$ cat src/rtl/i2c_txn_sequencer.sv
// Register-transaction sequencer in front of an I2C master command port.
// Expands one host register write or read into START/WRITE/RESTART/READ/STOP commands and returns a one-cycle response.
//
// state   | meaning
// IDLE    | ready for a host request
// START   | issue/wait on START
// ADDR_W  | issue/wait on device address, write direction
// REG     | issue/wait on register address byte
// WDATA   | issue/wait on write data byte
// RESTART | issue/wait on repeated START
// ADDR_R  | issue/wait on device address, read direction
// READ    | issue/wait on single NACKed read byte
// STOP    | issue/wait on STOP
// RESP    | one-cycle response pulse
module i2c_txn_sequencer #(
    parameter logic [15:0] TIMEOUT = 16'd50000
) (
    input  logic       clk,
    input  logic       reset_n,
    input  logic       req_valid_in,
    output logic       req_ready_out,
    input  logic       req_rw_in,
    input  logic [6:0] req_dev_addr_in,
    input  logic [7:0] req_reg_addr_in,
    input  logic [7:0] req_wdata_in,
    output logic       rsp_valid_out,
    output logic [7:0] rsp_rdata_out,
    output logic       rsp_nack_out,
    output logic       rsp_timeout_out,
    output logic [2:0] cmd_out,
    output logic [7:0] din_out,
    output logic       wr_i2c_out,
    input  logic       ready_in,
    input  logic       done_tick_in,
    input  logic       ack_in,
    input  logic [7:0] dout_in
);

    localparam logic [2:0] k_START_CMD   = 3'b000;
    localparam logic [2:0] k_WRITE_CMD   = 3'b001;
    localparam logic [2:0] k_READ_CMD    = 3'b010;
    localparam logic [2:0] k_STOP_CMD    = 3'b011;
    localparam logic [2:0] k_RESTART_CMD = 3'b100;

    typedef enum logic [3:0] {
        S_IDLE, S_START, S_ADDR_W, S_REG, S_WDATA,
        S_RESTART, S_ADDR_R, S_READ, S_STOP, S_RESP
    } state_t;

    state_t      state_q, state_d;
    logic        wait_q, wait_d;
    logic [15:0] cnt_q, cnt_d;
    logic        rw_q, rw_d;
    logic [6:0]  dev_q, dev_d;
    logic [7:0]  reg_q, reg_d;
    logic [7:0]  wdata_q, wdata_d;
    logic [7:0]  rdata_q, rdata_d;
    logic        nack_q, nack_d;
    logic        tmo_q, tmo_d;
    logic [2:0]  cmd_q, cmd_d;
    logic [7:0]  din_q, din_d;
    logic        enter_issue;
    logic [15:0] cnt_inc;

    always_ff @(posedge clk or negedge reset_n) begin
        if (!reset_n) begin
            state_q <= S_IDLE;
            wait_q  <= 1'b0;
            cnt_q   <= '0;
            rw_q    <= 1'b0;
            dev_q   <= '0;
            reg_q   <= '0;
            wdata_q <= '0;
            rdata_q <= '0;
            nack_q  <= 1'b0;
            tmo_q   <= 1'b0;
            cmd_q   <= k_START_CMD;
            din_q   <= '0;
        end else begin
            state_q <= state_d;
            wait_q  <= wait_d;
            cnt_q   <= cnt_d;
            rw_q    <= rw_d;
            dev_q   <= dev_d;
            reg_q   <= reg_d;
            wdata_q <= wdata_d;
            rdata_q <= rdata_d;
            nack_q  <= nack_d;
            tmo_q   <= tmo_d;
            cmd_q   <= cmd_d;
            din_q   <= din_d;
        end
    end

    always_comb begin
        state_d     = state_q;
        wait_d      = wait_q;
        cnt_d       = cnt_q;
        rw_d        = rw_q;
        dev_d       = dev_q;
        reg_d       = reg_q;
        wdata_d     = wdata_q;
        rdata_d     = rdata_q;
        nack_d      = nack_q;
        tmo_d       = tmo_q;
        cmd_d       = cmd_q;
        din_d       = din_q;
        enter_issue = 1'b0;
        cnt_inc     = (cnt_q == 16'hFFFF) ? cnt_q : cnt_q + 16'd1;

        case (state_q)
            S_IDLE: begin
                if (req_valid_in) begin
                    rw_d        = req_rw_in;
                    dev_d       = req_dev_addr_in;
                    reg_d       = req_reg_addr_in;
                    wdata_d     = req_wdata_in;
                    rdata_d     = '0;
                    nack_d      = 1'b0;
                    tmo_d       = 1'b0;
                    state_d     = S_START;
                    enter_issue = 1'b1;
                end
            end
            S_RESP: begin
                state_d = S_IDLE;
                wait_d  = 1'b0;
            end
            default: begin
                if (!wait_q) begin
                    if (ready_in) begin
                        wait_d = 1'b1;
                        cnt_d  = '0;
                    end
                end else if (done_tick_in) begin
                    enter_issue = 1'b1;
                    case (state_q)
                        S_START:   state_d = S_ADDR_W;
                        S_ADDR_W:  state_d = ack_in ? S_STOP : S_REG;
                        S_REG:     state_d = ack_in ? S_STOP : (rw_q ? S_RESTART : S_WDATA);
                        S_WDATA:   state_d = S_STOP;
                        S_RESTART: state_d = S_ADDR_R;
                        S_ADDR_R:  state_d = ack_in ? S_STOP : S_READ;
                        S_READ: begin
                            rdata_d = dout_in;
                            state_d = S_STOP;
                        end
                        default: begin
                            state_d     = S_RESP;
                            enter_issue = 1'b0;
                        end
                    endcase
                    // ACK is only meaningful on bytes the device receives
                    if (ack_in && (state_q inside {S_ADDR_W, S_REG, S_WDATA, S_ADDR_R})) begin
                        nack_d = 1'b1;
                    end
                end else begin
                    cnt_d = cnt_inc;
                    if (cnt_inc == TIMEOUT) begin
                        tmo_d = 1'b1;
                        if (state_q == S_STOP) begin
                            state_d = S_RESP;
                        end else begin
                            state_d     = S_STOP;
                            enter_issue = 1'b1;
                        end
                    end
                end
            end
        endcase

        if (enter_issue) begin
            wait_d = 1'b0;
            case (state_d)
                S_START:   begin cmd_d = k_START_CMD;   din_d = 8'h00;          end
                S_ADDR_W:  begin cmd_d = k_WRITE_CMD;   din_d = {dev_q, 1'b0};  end
                S_REG:     begin cmd_d = k_WRITE_CMD;   din_d = reg_q;          end
                S_WDATA:   begin cmd_d = k_WRITE_CMD;   din_d = wdata_q;        end
                S_RESTART: begin cmd_d = k_RESTART_CMD; din_d = 8'h00;          end
                S_ADDR_R:  begin cmd_d = k_WRITE_CMD;   din_d = {dev_q, 1'b1};  end
                S_READ:    begin cmd_d = k_READ_CMD;    din_d = 8'h01;          end
                S_STOP:    begin cmd_d = k_STOP_CMD;    din_d = 8'h00;          end
                default:   begin cmd_d = cmd_q;         din_d = din_q;          end
            endcase
        end
    end

    always_comb begin
        req_ready_out = (state_q == S_IDLE);
        rsp_valid_out = (state_q == S_RESP);
        wr_i2c_out    = (state_q != S_IDLE) && (state_q != S_RESP) && !wait_q && ready_in;
    end

    assign cmd_out         = cmd_q;
    assign din_out         = din_q;
    assign rsp_rdata_out   = rdata_q;
    assign rsp_nack_out    = nack_q;
    assign rsp_timeout_out = tmo_q;

endmodule

$ cat config.mk
export PLATFORM = sky130hd
export DESIGN_NAME = i2c_txn_sequencer
export DESIGN_NICKNAME = d
export VERILOG_FILES = /design/src/rtl/i2c_txn_sequencer.sv
export SDC_FILE = /design/constraint.sdc
export NUM_CORES = 1
export LEC_CHECK = 0
export BUFFER_PORTS_ARGS = -buffer_cell sky130_fd_sc_hd__buf_2
export CAP_MARGIN = 20
export CORE_MARGIN = 2
export CORE_UTILIZATION = 55
export CTS_CLUSTER_SIZE = 24
export DETAILED_ROUTE_END_ITERATION = 6
export PLACE_DENSITY_LB_ADDON = 0.05
export SETUP_SLACK_MARGIN = 0.3
export SLEW_MARGIN = 20
export SYNTH_ARGS = -nofsm -noshare
export SYNTH_HDL_FRONTEND = slang
export SYNTH_SLANG_ARGS = --single-unit
$ cat constraint.sdc
create_clock -name clk -period 5.9 [get_ports clk]
set_input_delay 0.59 -clock clk [delete_from_list [all_inputs] [get_ports clk]]
set_output_delay 0.59 -clock clk [all_outputs]
set_load 0.01 [all_outputs]
==> After elaboration in Yosys (flattened, before gate mapping) <==
Index checks and enable logic that the tools add are counted.
{ "totals": {"out_inout_bits": 24, "mem_bits_rw": 0, "romBits": 0, "latch_bits": 0, "ff_bits": 66, "inputBits": 38, "wordCells": 109, "n_memories": 0} }
{ "classes": {"add_sub_neg": 1, "multipliers": 0, "magnitude_cmp": 0, "bitwise": 2, "n_eq_ne": 24, "n_mux": 42, "shift": 0, "n_div": 0, "reduce_logical": 28} }
{ "ops": {"columns": ["op", "n"], "rows": [
  ["$mux 16", 4],
  ["$pmux 8 s6", 1],
  ["$eq 16x16->1 const B", 2],
  ["$eq 4x3->1 const B", 8],
  ["$mux 8", 4],
  ["$mux 4", 7],
  ["$pmux 4 s6", 1],
  ["$mux 1", 18],
  ["$add 16x1->16 const B", 1],
  ["$eq 4x2->1 const B", 4],
  ["$pmux 8 s2", 1],
  ["$pmux 3 s5", 1],
  ["$reduce_and 5->1", 3],
  ["$eq 4x4->1 const B", 3],
  ["$reduce_bool 2->1", 6],
  ["$eq 4x1->1 const B", 2],
  ["$pmux 1 s2", 4],
  ["$pmux 4 s2", 1],
  ["$reduce_bool 4->1", 2],
  ["$reduce_or 7->1", 1],
  ["$ne 2x2->1 const B", 3],
  ["$reduce_and 2->1", 3],
  ["$reduce_bool 6->1", 1],
  ["$reduce_bool 5->1", 1],
  ["other kinds (10)", 15]
]} }

==> Longest topological paths before layout <==
Gate-level depths: netlist (run 1).
{ "depth": {"ltp_word": 11, "mapped_depth": 12, "mapped_depth_nobuf": 11} }

==> Least setup slack after synthesis (run 1) <==
OpenSTA, ideal clock, no wires.
{ "synth_timing": {"path_kind": "register to register", "from": "register cnt_q[0]", "to": "register din_q[1] (netlist: din_out[1])", "setup_time_ns": 0.077, "stages_incl_launch_ff": 12, "arrival_ns": 3.150, "setup_slack_ns": 2.672, "n_path_buf": 0, "period_less_slack_ns": 3.228, "required_time_ns": 5.823, "path_cell_list": "dfrtp_1 > ha_1 > nand4_2 > or4_4 > a41oi_2 > o211ai_1 > or2_1 > a211oi_4 > inv_4 > nor4_4 > a221oi_1 > a21oi_1"} }
{ "synth_via": {"elab_chain_len": 11, "word_cells_on_any_way": 24, "classes_between": "add/sub (1); eq/ne (10); mux (10); reduce/logical (3)"} }
{ "synth_rtl": {"columns": ["element", "line", "rtl"], "rows": [
  ["from (decl)", "52", "logic [15:0] cnt_q, cnt_d;"],
  ["from (signal assigned)", "82", "cnt_q <= cnt_d;"],
  ["$add 16x1->16 or $eq 16x16->1 (tied branches)", "109", "cnt_inc = (cnt_q == 16'hFFFF) ? cnt_q : cnt_q + 16'd1;"],
  ["$mux 16 *", "109", null],
  ["$eq 16x16->1 *", "159", "if (cnt_inc == TIMEOUT) begin"],
  ["$mux 4 *", "159", null],
  ["$mux 4 *", "135", "end else if (done_tick_in) begin"],
  ["$mux 4 *", "130", "if (!wait_q) begin"],
  ["$pmux 4 s2 *", "111", "case (state_q)"],
  ["via state_d[0]", "50", "state_t state_q, state_d;"],
  ["$eq 4x4->1, or another cell as far along", "174", "case (state_d)"],
  ["$reduce_or 3->1 (no source line)", null, null],
  ["$reduce_bool 6->1 (no source line)", null, null],
  ["$reduce_and 2->1 (no source line)", null, null],
  ["to (signal assigned)", "91", "din_q <= din_d;"],
  ["to (decl)", "61", "logic [7:0] din_q, din_d;"]
]} }
Mark *: on every way through the listed nets, which the timed path passes. The rest lies on a longest branch.
A chain may end at the register's enable or synchronous reset.

==> Worst setup path after layout (run 1) <==
{ "layout_timing": {"from": "register cnt_q[0]", "to": "register din_q[4] (netlist: din_out[4])"} }
{ "layout_via": {"elab_chain_len": 11, "word_cells_on_any_way": 24, "classes_between": "add/sub (1); eq/ne (10); mux (10); reduce/logical (3)"} }
{ "layout_rtl": {"columns": ["element", "line"], "rows": [
  ["$add 16x1->16 or $eq 16x16->1 (tied branches)", "109"],
  ["$mux 16 *", "109"],
  ["$eq 16x16->1 *", "159"],
  ["$mux 4", "159"],
  ["$mux 4", "135"],
  ["$mux 4", "130"],
  ["$pmux 4 s2", "111"],
  ["$eq 4x4->1, or another cell as far along", "174"],
  ["$reduce_or 3->1 (no source line)", null],
  ["$reduce_bool 6->1 (no source line)", null],
  ["$reduce_and 2->1 (no source line)", null]
]} }
Every way passes the cells marked *; elsewhere a longest branch is shown, timed or not.

==> results of run 1 <==
## through the flow
stage | hold WS, ns | power (mW)
after floorplan | 0.294 | 1.48
after CTS | 0.444 | 2.10
after detailed placement | 0.485 | 1.75
after global placement | 0.474 | 1.72
final | 0.411 | 2.10
after global routing | 0.450 | 2.27
## power by group through the flow
stage               clock network, mW  logic [mW]  registers [mW]
finish                          0.346       0.960           0.797
global route                    0.375        1.07           0.818
CTS                             0.352       0.960           0.792
detailed placement                  0       0.953           0.798
global placement                    0       0.930           0.793
floorplan                           0       0.727           0.752
## final cells by class
class                      instances  area, um^2  share of cell area (%)
clock inverter                     6        42.5                    1.01
sequential                        66        1650                    39.3
multi-input combinational        275        1870                    44.4
timing repair buffer              63         320                    7.63
tap                               77        96.3                    2.29
inverter                          22        85.1                    2.03
clock buffer                      10         138                    3.28
## worst paths after layout
path	to	cells after the start	slack (ns)
worst max-delay path	din_out[4]$_DFFE_PN0P_	10	1.99
min in group clk	dev_q[4]$_DFFE_PN0P_	2	0.46
worst max register to register	din_out[4]$_DFFE_PN0P_	10	1.99
worst min register to register	rsp_nack_out$_DFFE_PN0P_	1	0.50
max in group asynchronous	reg_q[6]$_DFFE_PN0P_	2	4.96
worst min-delay path	cnt_q[10]$_DFFE_PN0P_	2	0.41
## flip-flops by register name (all words and copies together), names as in the netlist
name,flops
rw_q,1
wdata_q,8
dev_q,7
din_out,8
state_q,4
rsp_nack_out,1
cnt_q,16
wait_q,1
rsp_timeout_out,1
cmd_out,3
rsp_rdata_out,8
reg_q,8
## kinds of logic (layout without fill, tap and decap cells)
group           after synthesis  after routing  share of synthesized area, %
simple gates                138            138                          21.7
fa+ha+maj                     1              1                         0.341
compound gates              103            103                          18.8
flops                        66             66                          45.1
xor+xnor                      2              2                         0.478
mux                          31             31                          9.45
buf+inv                      40            101                          4.23
## metal layers
layer  part of all wire, %  vias up  track usage [%]
li1                      -     1529                -
met1                    45     1522             33.7
met2                    47      113             40.4
met3                   5.9       21             5.20
met4                   2.0        0             12.4
met5                     0        -                0
## cell usage in the layout (no fill, tap or decap), drive strengths merged, types with 7 or more instances in the layout
cell	n
nand4	17
inv	22
buf	63
nor2	24
nand2	32
a31oi	7
nor4	9
mux2	29
a21oi	28
nor3	8
nand3	20
clkbuf	10
o21ai	31
dfrtp	66
## critical path, delay by kind of cell, from the launching register on
kind                       cells  cell delay (ns)
adders and majority gates      1             0.33
and+or+nand+nor                4             1.40
AOI/OAI and AO/OA              5             1.57
DFF                            1             0.49
==> impl_metrics.csv, run 1 <==
group,metric,value,unit
clock_network,cts.sinks,66,
timing,final.setup_skew,0.00968,ns
power_and_ir_drop,p_switching,0.910,mW
setup_path,cp.arrival,4.13,ns
synth,syn-instance-count,381,
placed_design,place_worst_setup_slack,2.06,ns
outcome,status,"complete, no violations",
global_route,grt_util_all_layers,25.5,%
cells_and_area,fin_nets,476,
synth,synthArstFlopShare,100,%
floorplanning,die_w,85.6,um
placed_design,place_inst,503,
floorplanning,num_io_pins,62,
synth,synth_common_cells,"dfrtp_1, nand2_1, o21ai_0, a21oi_1, mux2_2",
floorplanning,core_area,6390,um^2
global_route,grt_pass1_vias,3088,
clock_network,clk_path_buf_depth,2,
clock_network,clk_pin_slew,0.07,ns
synth,yosysMostFrequentCell,"dfrtp_1",
power_and_ir_drop,p_int,1.19,mW
placed_design,port_buffers,61,
setup_path,reg2reg_from,"cnt_q[0]$_DFFE_PN0P_",
setup_path,critical_path_peak_fanout,13,
setup_path,slowest_delay,0.77,ns
clock_network,cts_hold_buf,0,
worst_hold_path,hold_class,"input port to async pin",
clock_network,cts_root_buf,"clkbuf_8",
synth,yosysTopAreaCell,"dfrtp_1",
clock_network,ctsResizeCount,0,
timing,worst_pin_slew,0.985,ns
synth,ys_seq_area_share,45.1,%
clock_network,insertion_delay,0.35,ns
power_and_ir_drop,comb_power_share,45.7,%
power_and_ir_drop,clock_power_share,16.4,%
global_route,grt_pass1_wl,14700,um
timing,final_max_slew_viol_count,0,
floorplanning,initial_core_util,57.4,%
synth,postSynthAreaPerCell,9.62,um^2
cells_and_area,drive_above_1_share,28.7,%
timing,final.min_clock_period,3.91,ns
timing,hold_violations,0,
synth,synthTopCellsByArea,"dfrtp_1, mux2_2, o21ai_0, a21oi_1, nand2_1",
placed_design,placed_area,4020,um^2
cells_and_area,area.growth.synth_to_final,14.5,%
power_and_ir_drop,leakagePower,1.84,nW
power_and_ir_drop,netSwitchingFraction,43.3,%
cells_and_area,fillerInstances,519,
power_and_ir_drop,ir_worst_vdd,0.305,mV
clock_network,tritoncts,"done",
synth,synth-main-ff-cell,"dfrtp_1",
timing,fin_crit_sh,66.2,%
timing,rsz0062_at_grt,"false",
power_and_ir_drop,powerDensity,501,nW/um^2
detailed_routing,route.detailed.drc,0,
synth,synth_nets,420,
power_and_ir_drop,power_frac_seq,37.9,%
synth,synth-seq-cells,66,
setup_path,critPathKind,"flip-flop to flip-flop",
placed_design,dp_hpwl,6070,um
setup_path,cp_cell_sequence,"ha_1 -> nand4_2 -> or4_4 -> a41oi_2 -> o211a_1 -> nand3_1 -> o31a_1 -> o21ai_1 -> and4_1 -> a211oi_2",
clock_network,ctsHtreeMaxLevel,3,
detailed_routing,wl_per_cell,16.9,um
cells_and_area,final_cells,519,
cells_and_area,utilization,65.8,%
clock_network,cts_setup_buffers,0,
timing,fmax,256,MHz
detailed_routing,post_drt_via_cell_ratio,6.14,
global_route,grt_antenna_before_repair,0,
timing,tns,0,ns
timing,slew_headroom,33.9,%
placed_design,gp_congestion,0.900,
synth,synth-edff-count,0,
setup_path,cp-startpoint,"cnt_q[0]$_DFFE_PN0P_",
synth,yosysWarnings,0,
setup_path,crit_path_end_kind,"flip-flop",
setup_path,crit_required,6.13,ns
global_route,grt_max_degree,67,
setup_path,cp_slowest_cell,"o21ai_1",
detailed_routing,num_vias,3185,
floorplanning,dieArea,7330,um^2
flow_run,drv_cap,0,
clock_network,cts_made_buffers,9,
detailed_routing,totalWireLength,8760,um
synth,syn_area,3670,um^2
detailed_routing,ant_nets,0,
global_route,gr-total-overflow,0,
detailed_routing,drtIter0Drc,228,
cells_and_area,n_antenna_cell,0,
setup_path,cp-start-kind,"flip-flop",
detailed_routing,first_pass_iters,5,
timing,setup_violations,0,
cells_and_area,final_cell_area,4200,um^2
synth,ys_types,64,
floorplanning,rows,29,
synth,synth_top_area_share,45.1,%
timing,setup_slack,1.99,ns
floorplanning,fp.dieH,85.6,um
Note: power is estimated with default switching activity, not from simulation.
==> run 2: changes to the inputs <==
- clock period: 5.9 -> 3.65 ns (I/O delays scaled with it)
==> run 2 against run 1 <==
  * Design area increased by 7.3%
  * Cell count rose by 4.6%
  * Non-clock buffer count grew 25
  * Maximum frequency up 20%
  * Critical path type unchanged
  * Largest cell class unchanged
  * Count of clock-buffer cells in the layout is 1 lower
  * Via count rose by 5.6%
==> impl_metrics.csv, run 2 (synthesis results as in run 1) <==
group,metric,value,unit
outcome,status,"complete, no violations",
setup_path,crit_path_end_kind,"flip-flop",
power_and_ir_drop,powerDensity,832,nW/um^2
setup_path,cp_common_cell,"buf_4",
timing,fmax,308,MHz
global_route,grt_max_degree,41,
cells_and_area,fillerInstances,501,
global_route,grt_pass1_vias,3236,
setup_path,cp_slowest_cell,"or4_4",
timing,hold_violations,0,
detailed_routing,first_pass_iters,5,
floorplanning,die_w,85.6,um
cells_and_area,drive_above_1_share,35.4,%
global_route,grt_pass1_wl,15700,um
timing,tns,0,ns
floorplanning,rows,29,
timing,rsz0062_at_grt,"true",
placed_design,place_worst_setup_slack,0.246,ns
timing,final.setup_skew,0.00728,ns
global_route,grt_util_all_layers,27.1,%
placed_design,dp_hpwl,6460,um
timing,final.min_clock_period,3.25,ns
detailed_routing,ant_nets,0,
global_route,busiest_layer,"met2",
power_and_ir_drop,leakagePower,1.98,nW
global_route,met2_usage,43.3,%
cells_and_area,n_antenna_cell,0,
detailed_routing,drtIter0Drc,227,
timing,hold_ws,0.145,ns
detailed_routing,post_drt_via_cell_ratio,6.20,
clock_network,clk_pin_slew,0.08,ns
timing,fin_crit_sh,88.9,%
clock_network,insertion_delay,0.36,ns
clock_network,tritoncts,"done",
setup_path,cp.arrival,3.53,ns
timing,setup_violations,0,
setup_path,critPathKind,"flip-flop to flip-flop",
cells_and_area,multi_input_area,1940,um^2
clock_network,clk_path_buf_depth,2,
floorplanning,num_io_pins,62,
timing,slew_headroom,35.7,%
cells_and_area,fin_nets,501,
clock_network,cts_root_buf,"clkbuf_8",
setup_path,cp_cell_sequence,"nand3_4 -> or4_4 -> a41oi_2 -> o211ai_1 -> or2_1 -> a211oi_4 -> buf_4 -> inv_4 -> nor4_4 -> buf_4 -> a221oi_1 -> a21oi_1",
floorplanning,dieArea,7330,um^2
placed_design,port_buffers,61,
floorplanning,core_area,6390,um^2
global_route,gr-usage-met1,35.3,%
detailed_routing,wl_per_cell,17.5,um
timing,worst_pin_slew,0.964,ns
timing,final_max_slew_viol_count,0,
setup_path,slowest_delay,0.62,ns
detailed_routing,num_vias,3364,
placed_design,gp_congestion,0.961,
global_route,use_met3,5.58,%
setup_path,cp-start-kind,"flip-flop",
setup_path,critical_path_peak_fanout,8,
clock_network,ctsHtreeMaxLevel,3,
setup_path,crit_required,3.94,ns
cells_and_area,regMostFlops,"cnt_q",
power_and_ir_drop,total_power,3.75,mW
power_and_ir_drop,ir_worst_vdd,0.631,mV
global_route,grt_antenna_before_repair,0,
setup_path,critPathTopFamily,"simple AND/OR/NAND/NOR gates",
setup_path,critPathBufInv,3,
clock_network,cts.sinks,66,
clock_network,cts_hold_buf,0,
detailed_routing,totalWireLength,9490,um
floorplanning,fp.dieH,85.6,um
worst_hold_path,hold_class,"input port to async pin",
cells_and_area,area.growth.synth_to_final,22.9,%
cells_and_area,seqCellArea,1660,um^2
timing,setup_slack,0.405,ns
clock_network,cts_made_buffers,9,
detailed_routing,route.detailed.drc,0,
floorplanning,initial_core_util,57.4,%
cells_and_area,largest_reg_flops,16,
cells_and_area,final_cell_mix,"dfrtp_1, buf_2, nand2_1",
flow_run,drv_cap,0,
global_route,gr-total-overflow,0,
[run 2: final cells by class]
| type | instances | area share, % |
|---|---|---|
| Tap cell | 77 | 2.14 |
| Multi-Input combinational cell | 275 | 43.1 |
| Sequential cell | 66 | 36.8 |
| Clock buffer | 9 | 2.75 |
| Inverter | 22 | 1.89 |
| Clock inverter | 6 | 2.05 |
| Timing Repair Buffer | 88 | 11.3 |
[run 2: routing by layer]
layer	share of wire (%)	wire (um)
met4	2.2	208
met2	50	4710
met3	5.7	543
met1	42	4030
met5	0	0
[run 2: power breakdown]
| part | switching [mW] | internal (mW) |
|---|---|---|
| Combinational | 0.978 | 0.785 |
| Clock | 0.305 | 0.383 |
| Sequential | 0.270 | 1.03 |
| Total | 1.55 | 2.20 |
[run 2: metrics by stage]
step	utilization [%]	area, um^2	cells
global placement	64.9	4150	521
CTS	68.7	4390	536
finish	70.6	4510	543
detailed placement	64.9	4150	521
global route	70.6	4510	543
floorplan	-	3670	381
[run 2: worst paths after layout]
path	from	to	slack, ns	depth (start not counted)
max in group asynchronous	reset_n	reg_q[4]$_DFFE_PN0P_	2.60	2
hold reg to reg	rsp_nack_out$_DFFE_PN0P_	rsp_nack_out$_DFFE_PN0P_	0.50	1
min in group clk	dout_in[1]	rsp_rdata_out[1]$_DFFE_PN0P_	0.23	3
setup / recovery	cnt_q[6]$_DFFE_PN0P_	din_out[2]$_DFFE_PN0P_	0.40	12
setup reg to reg	cnt_q[6]$_DFFE_PN0P_	din_out[2]$_DFFE_PN0P_	0.40	12
hold / removal	reset_n	cnt_q[2]$_DFFE_PN0P_	0.14	1
[run 2: repair_timing]
action / 4_1_cts / 5_1_grt
cloned: 0 / 0
buffers inserted: 0 / 7
endpoints found under the setup margin: 7 / 12
pin swaps: 2 / 7
gates resized for setup: 3 / 16
